$ cat config.mk
export PLATFORM = sky130hd
export DESIGN_NAME = bram_port_client
export DESIGN_NICKNAME = d
export VERILOG_FILES = /design/src/rtl/bram_client_pkg.sv /design/src/rtl/bram_resp_fifo.sv /design/src/rtl/bram_port_client.sv
export SDC_FILE = /design/constraint.sdc
export NUM_CORES = 1
export LEC_CHECK = 0
export CORE_ASPECT_RATIO = 0.5
export CORE_UTILIZATION = 42
export DETAILED_ROUTE_END_ITERATION = 6
export PLACE_DENSITY = 0.73
export SYNTH_ARGS = -nofsm -noshare
export SYNTH_HDL_FRONTEND = slang
export SYNTH_HIERARCHICAL = 1
export SYNTH_SLANG_ARGS = --single-unit
$ cat constraint.sdc
create_clock -name CLK -period 2.6 [get_ports CLK]
set_input_delay 0.65 -clock CLK [delete_from_list [all_inputs] [get_ports CLK]]
set_output_delay 0.65 -clock CLK [all_outputs]
set_load 0.01 [all_outputs]
$ cat src/rtl/bram_client_pkg.sv
// bram_client_pkg: shared latency/width helpers and request record for the BRAM port client
package bram_client_pkg;
   localparam int DEF_ADDR_WIDTH = 12;
   localparam int DEF_DATA_WIDTH = 32;
   localparam int DEF_WE_WIDTH   = 4;
   typedef struct packed {
      logic                      write;
      logic [DEF_WE_WIDTH-1:0]   byteen;
      logic [DEF_ADDR_WIDTH-1:0] addr;
      logic [DEF_DATA_WIDTH-1:0] data;
   } bram_req_t;
   function automatic int lat(input int pipelined);
      return (pipelined != 0) ? 2 : 1;
   endfunction
   function automatic int cnt_width(input int n);
      return $clog2(n + 1);
   endfunction
endpackage

$ cat src/rtl/bram_resp_fifo.sv
// bram_resp_fifo: in-order read-data buffer; a pushed word is visible on dout one cycle later
module bram_resp_fifo
   import bram_client_pkg::*;
#(
   parameter int DEPTH = 4,
   parameter int WIDTH = 32,
   localparam int CW = cnt_width(DEPTH),
   localparam int PW = (DEPTH > 1) ? $clog2(DEPTH) : 1
) (
   input  logic             CLK,
   input  logic             RST_N,
   input  logic             push,
   input  logic [WIDTH-1:0] din,
   input  logic             pop,
   output logic [WIDTH-1:0] dout,
   output logic [CW-1:0]    count,
   output logic             full,
   output logic             empty
);
   logic [WIDTH-1:0] mem [DEPTH];
   logic [PW-1:0]    wr_ptr, rd_ptr;
   logic             do_push, do_pop;
   assign empty   = (count == '0);
   assign full    = (count == CW'(DEPTH));
   assign do_pop  = pop & ~empty;
   assign do_push = push & (~full | do_pop);
   assign dout    = mem[rd_ptr];
   // pointers wrap at DEPTH so non-power-of-two depths work; count tracks occupancy
   always_ff @(posedge CLK or negedge RST_N)
      if (!RST_N) begin
         wr_ptr <= '0;
         rd_ptr <= '0;
         count  <= '0;
      end else begin
         if (do_push) wr_ptr <= (wr_ptr == PW'(DEPTH - 1)) ? '0 : wr_ptr + 1'b1;
         if (do_pop) rd_ptr <= (rd_ptr == PW'(DEPTH - 1)) ? '0 : rd_ptr + 1'b1;
         count <= count + CW'(do_push) - CW'(do_pop);
      end
   // storage is written only on an accepted push and never reset
   always_ff @(posedge CLK)
      if (do_push) mem[wr_ptr] <= din;
endmodule

$ cat src/rtl/bram_port_client.sv
// bram_port_client: valid/ready initiator for one BRAM port with in-order read responses
module bram_port_client
   import bram_client_pkg::*;
#(
   parameter int ADDR_WIDTH = 12,
   parameter int DATA_WIDTH = 32,
   parameter int WE_WIDTH   = 4,
   parameter int PIPELINED  = 0,
   parameter int RESP_DEPTH = 4
) (
   input  logic                  CLK,
   input  logic                  RST_N,
   input  logic                  req_valid,
   output logic                  req_ready,
   input  logic                  req_write,
   input  logic [WE_WIDTH-1:0]   req_byteen,
   input  logic [ADDR_WIDTH-1:0] req_addr,
   input  logic [DATA_WIDTH-1:0] req_data,
   output logic                  resp_valid,
   input  logic                  resp_ready,
   output logic [DATA_WIDTH-1:0] resp_data,
   output logic                  bram_en,
   output logic [WE_WIDTH-1:0]   bram_we,
   output logic [ADDR_WIDTH-1:0] bram_addr,
   output logic [DATA_WIDTH-1:0] bram_di,
   input  logic [DATA_WIDTH-1:0] bram_do
);
   localparam int L  = lat(PIPELINED);
   localparam int IW = cnt_width(L);
   localparam int CW = cnt_width(RESP_DEPTH);
   logic          acc, rd_acc, capture, fifo_full, fifo_empty;
   logic [L-1:0]  infl;
   logic [IW-1:0] infl_cnt;
   logic [CW-1:0] fifo_cnt, outstanding;
   assign outstanding = fifo_cnt + CW'(infl_cnt);
   assign req_ready   = RST_N & (outstanding < CW'(RESP_DEPTH));
   assign acc         = req_valid & req_ready;
   assign rd_acc      = acc & ~req_write;
   assign bram_en     = acc & (~req_write | (|req_byteen));
   assign bram_we     = (acc & req_write) ? req_byteen : '0;
   assign bram_addr   = req_addr;
   assign bram_di     = req_data;
   assign capture     = infl[L-1];
   assign resp_valid  = ~fifo_empty;
   // read tags walk toward the capture stage in step with the RAM's fixed latency
   always_ff @(posedge CLK or negedge RST_N)
      if (!RST_N) begin
         infl     <= '0;
         infl_cnt <= '0;
      end else begin
         infl     <= L'({infl, rd_acc});
         infl_cnt <= infl_cnt + IW'(rd_acc) - IW'(capture);
      end
   // credit accounting must make a capture into a full, non-draining FIFO impossible
   always_ff @(posedge CLK)
      if (RST_N) assert (!(capture && fifo_full && !resp_ready));
   bram_resp_fifo #(.DEPTH(RESP_DEPTH), .WIDTH(DATA_WIDTH)) u_fifo (
      .CLK   (CLK),
      .RST_N (RST_N),
      .push  (capture),
      .din   (bram_do),
      .pop   (resp_ready),
      .dout  (resp_data),
      .count (fifo_cnt),
      .full  (fifo_full),
      .empty (fifo_empty)
   );
endmodule

==> reports/metrics.yaml <==
worst_setup_path:
  cpPeakStageDelay_ns: 0.49
  start_kind: "flop"
  arrival_ns: 1.90
  end_kind: "primary output"
  required_ns: 1.95
  r2r_end: "u_fifo/count[2]"
  reg2reg_slack_ns: 0.39
  cp.depth: 4
  endpoint: "resp_data[3]"
  reg2regPathDepth: 8
  path_buf_inv: 3
  cpLargestDelayFamily: "buffers and inverters"
  startpoint: "u_fifo/rd_ptr[0]"
  slowest_stage: "mux4_2"
  r2r-start: "u_fifo/count[1]"
  crit_type: "flop to primary output"
  cp_cell_sequence: "buf_6 > clkbuf_16 > mux4_2 > dlygate4sd2_1"
  critPathMaxFanout: 6
route:
  ant_nets: 0
  wire_per_inst_um: 21.1
  firstDrtPassIters: 4
  vias_per_cell: 5.02
  drc: 0
  drt-total-wl_um: 11000
  drtIter0Drc: 180
  vias: 2614
sta:
  hold_ws_ns: 0.503
  clock_skew_ns: 0.00594
  worst_slew_pin_slew_ns: 0.324
  min_period_ns: 2.55
  fmax_mhz: 393
  post-route-period-util_pct: 98.0
  setup_viol: 0
  slew_headroom_pct: 78.3
  hold_viol: 0
  report.final.slew_viol_count: 0
cells_and_area:
  layout_commonest_cell: "edfxtp_1"
  layout-drive-gt1-share_pct: 27.4
  final_cell_mix: "edfxtp_1, clkdlybuf4s50_1, mux4_2"
  n_antenna_cell: 0
  area_growth_pct: 27.3
  fin_nets: 430
clock_tree:
  clk_latency_ns: 0.41
  cts_buffers: 17
  clock_sinks: 137
  cts_buffer_depth: 2
  htreeDepth: 4
  postCtsHoldBufs: 0
  clkSlewWorstSetupHoldPaths_ns: 0.06
  cts_tree: "built"
  cts-root-buf: "clkbuf_16"
global_route:
  antenna_found_initial: 0
  grt_pass1_wl_um: 16600
  overflow: 0
  grt_max_degree: 26
  grt_pass1_vias: 2939
  grt_use_total_pct: 17.1
placement:
  dp_hpwl_um: 7230
  io_buffer_count: 79
  gp_congestion: 0.743
run_status:
  status: "finished, final reports clean"
die:
  fp-row-count: 29
  fp.dieH_um: 83.4
  initial_core_util_pct: 43.5
  pin_count: 168
  die_area_mm2: 0.0138
  core_mm2: 0.0128
  die_width_um: 165
synthesis:
  ys_seq_area_share_pct: 73.0
  syn-mean-instance-area_um2: 20.7
  yosys_warnings: 6
  syn-num-nets: 361
  yosys_register_bits: 137
  synth_area_mm2: 0.00557
  syn_inst: 269
  yosysUniqueCellTypes: 32
flow_run:
  drv_cap: 0
power:
  p_leak_nw: 2.47
  power_mw: 7.32
  p_per_area_mw_per_mm2: 1030
  peakVddDrop_mv: 0.522
worst_hold_path:
  holdCritPathClass: "flop to flop"
cell type report:
class / count / area (um^2)
clock buffers: 19 / 433
clock inverters: 13 / 169
fillers: 917 / 5720
inverters: 6 / 22.5
multi-input cells: 74 / 1100
flip-flops and latches: 137 / 4070
well taps: 170 / 213
repair buffers: 102 / 1080
sequential cells by signal, summed over array words and instances, names as in the netlist:
| signal | count |
|---|---|
| u_fifo/mem | 128 |
| capture | 1 |
| u_fifo/count | 3 |
| u_fifo/rd_ptr | 2 |
| u_fifo/wr_ptr | 2 |
| infl_cnt | 1 |
per-layer routing:
metal  GRT usage (%)  wire length (um)  vias up
met2            29.7              5990       78
met1            18.9              4050     1335
li1                -                 -     1168
met4            8.01               303        0
met5               0                 0        -
met3            5.59               651       33
worst min path at each step:
stage / cells past startpoint / slack [ns] / to / start
floorplan: 0 / 0.35 / capture / RST_N
global placement: 1 / 0.47 / infl_cnt / capture
detailed placement: 1 / 0.49 / infl_cnt / capture
CTS: 1 / 0.51 / infl_cnt / capture
global route: 1 / 0.54 / infl_cnt / capture
finish: 1 / 0.50 / infl_cnt / capture
cell usage after synthesis:
library cell	number	share of area [%]
nor3_1	2	0.18
and3_4	1	0.20
mux4_2	32	13
and3_1	5	0.56
a21boi_2	1	0.20
buf_6	3	0.61
mux2_2	1	0.20
buf_2	3	0.27
mux2_1	2	0.40
clkbuf_1	1	0.067
ha_1	6	1.3
edfxtp_1	128	69
nand2_1	1	0.067
fa_1	1	0.36
or2_1	1	0.11
a21o_2	1	0.16
nor4_1	1	0.11
inv_1	6	0.40
xnor2_1	3	0.47
a211oi_1	2	0.27
and2_2	1	0.13
nor3b_4	1	0.34
nand3_1	1	0.090
nand3b_1	1	0.13
nor2_1	2	0.13
a21bo_1	1	0.18
dfrtp_1	9	4.0
xor2_1	1	0.16
buf_4	45	6.1
a21boi_1	1	0.13
o31ai_2	1	0.22
and2_1	4	0.45
worst register-to-register path: stages (launching register included):
cell and delay, ns:
dfrtp_1 0.40, buf_4 0.17, o31ai_2 0.26, or2_1 0.18, a21bo_1 0.23, ha_1 0.18, fa_1 0.38, xnor2_1 0.18
xnor2_1 0.14
repair_timing:
item                                    CTS  global route
cloned                                    1             2
buffers inserted                          2             2
pin swaps                                 0             0
gates resized for setup                  45            15
endpoints found under the setup margin   38            26
per-stage QoR:
step	area (um^2)	worst slack, ns	TNS, ns	util (%)	std cells
floorplan	5570	0.469	0	-	269
global placement	6380	-0.0612	-0.298	49.8	482
detailed placement	6380	-0.137	-0.568	49.8	482
CTS	7000	-0.000311	-0.000311	54.7	517
global route	7090	-0.000571	-0.000736	55.4	521
finish	7090	0.0533	0	55.4	521
cell families after synthesis:
logic type	after synthesis	share of synthesized area (%)
xor gates and xnor gates	4	0.629
adders and majority gates	7	1.71
and+or+nand+nor	21	2.52
buffers and inverters	58	7.41
muxes	35	13.5
AOI/OAI and AO/OA	7	1.17
DFF	137	73.0
where the power goes:
group          switching (mW)  internal [mW]  total (mW)
Combinational           0.971           1.25        2.22
Sequential              0.106           2.59        2.69
Clock                   0.894           1.52        2.41
Total                    1.97           5.35        7.32
Power figures use the tool's default switching activity.
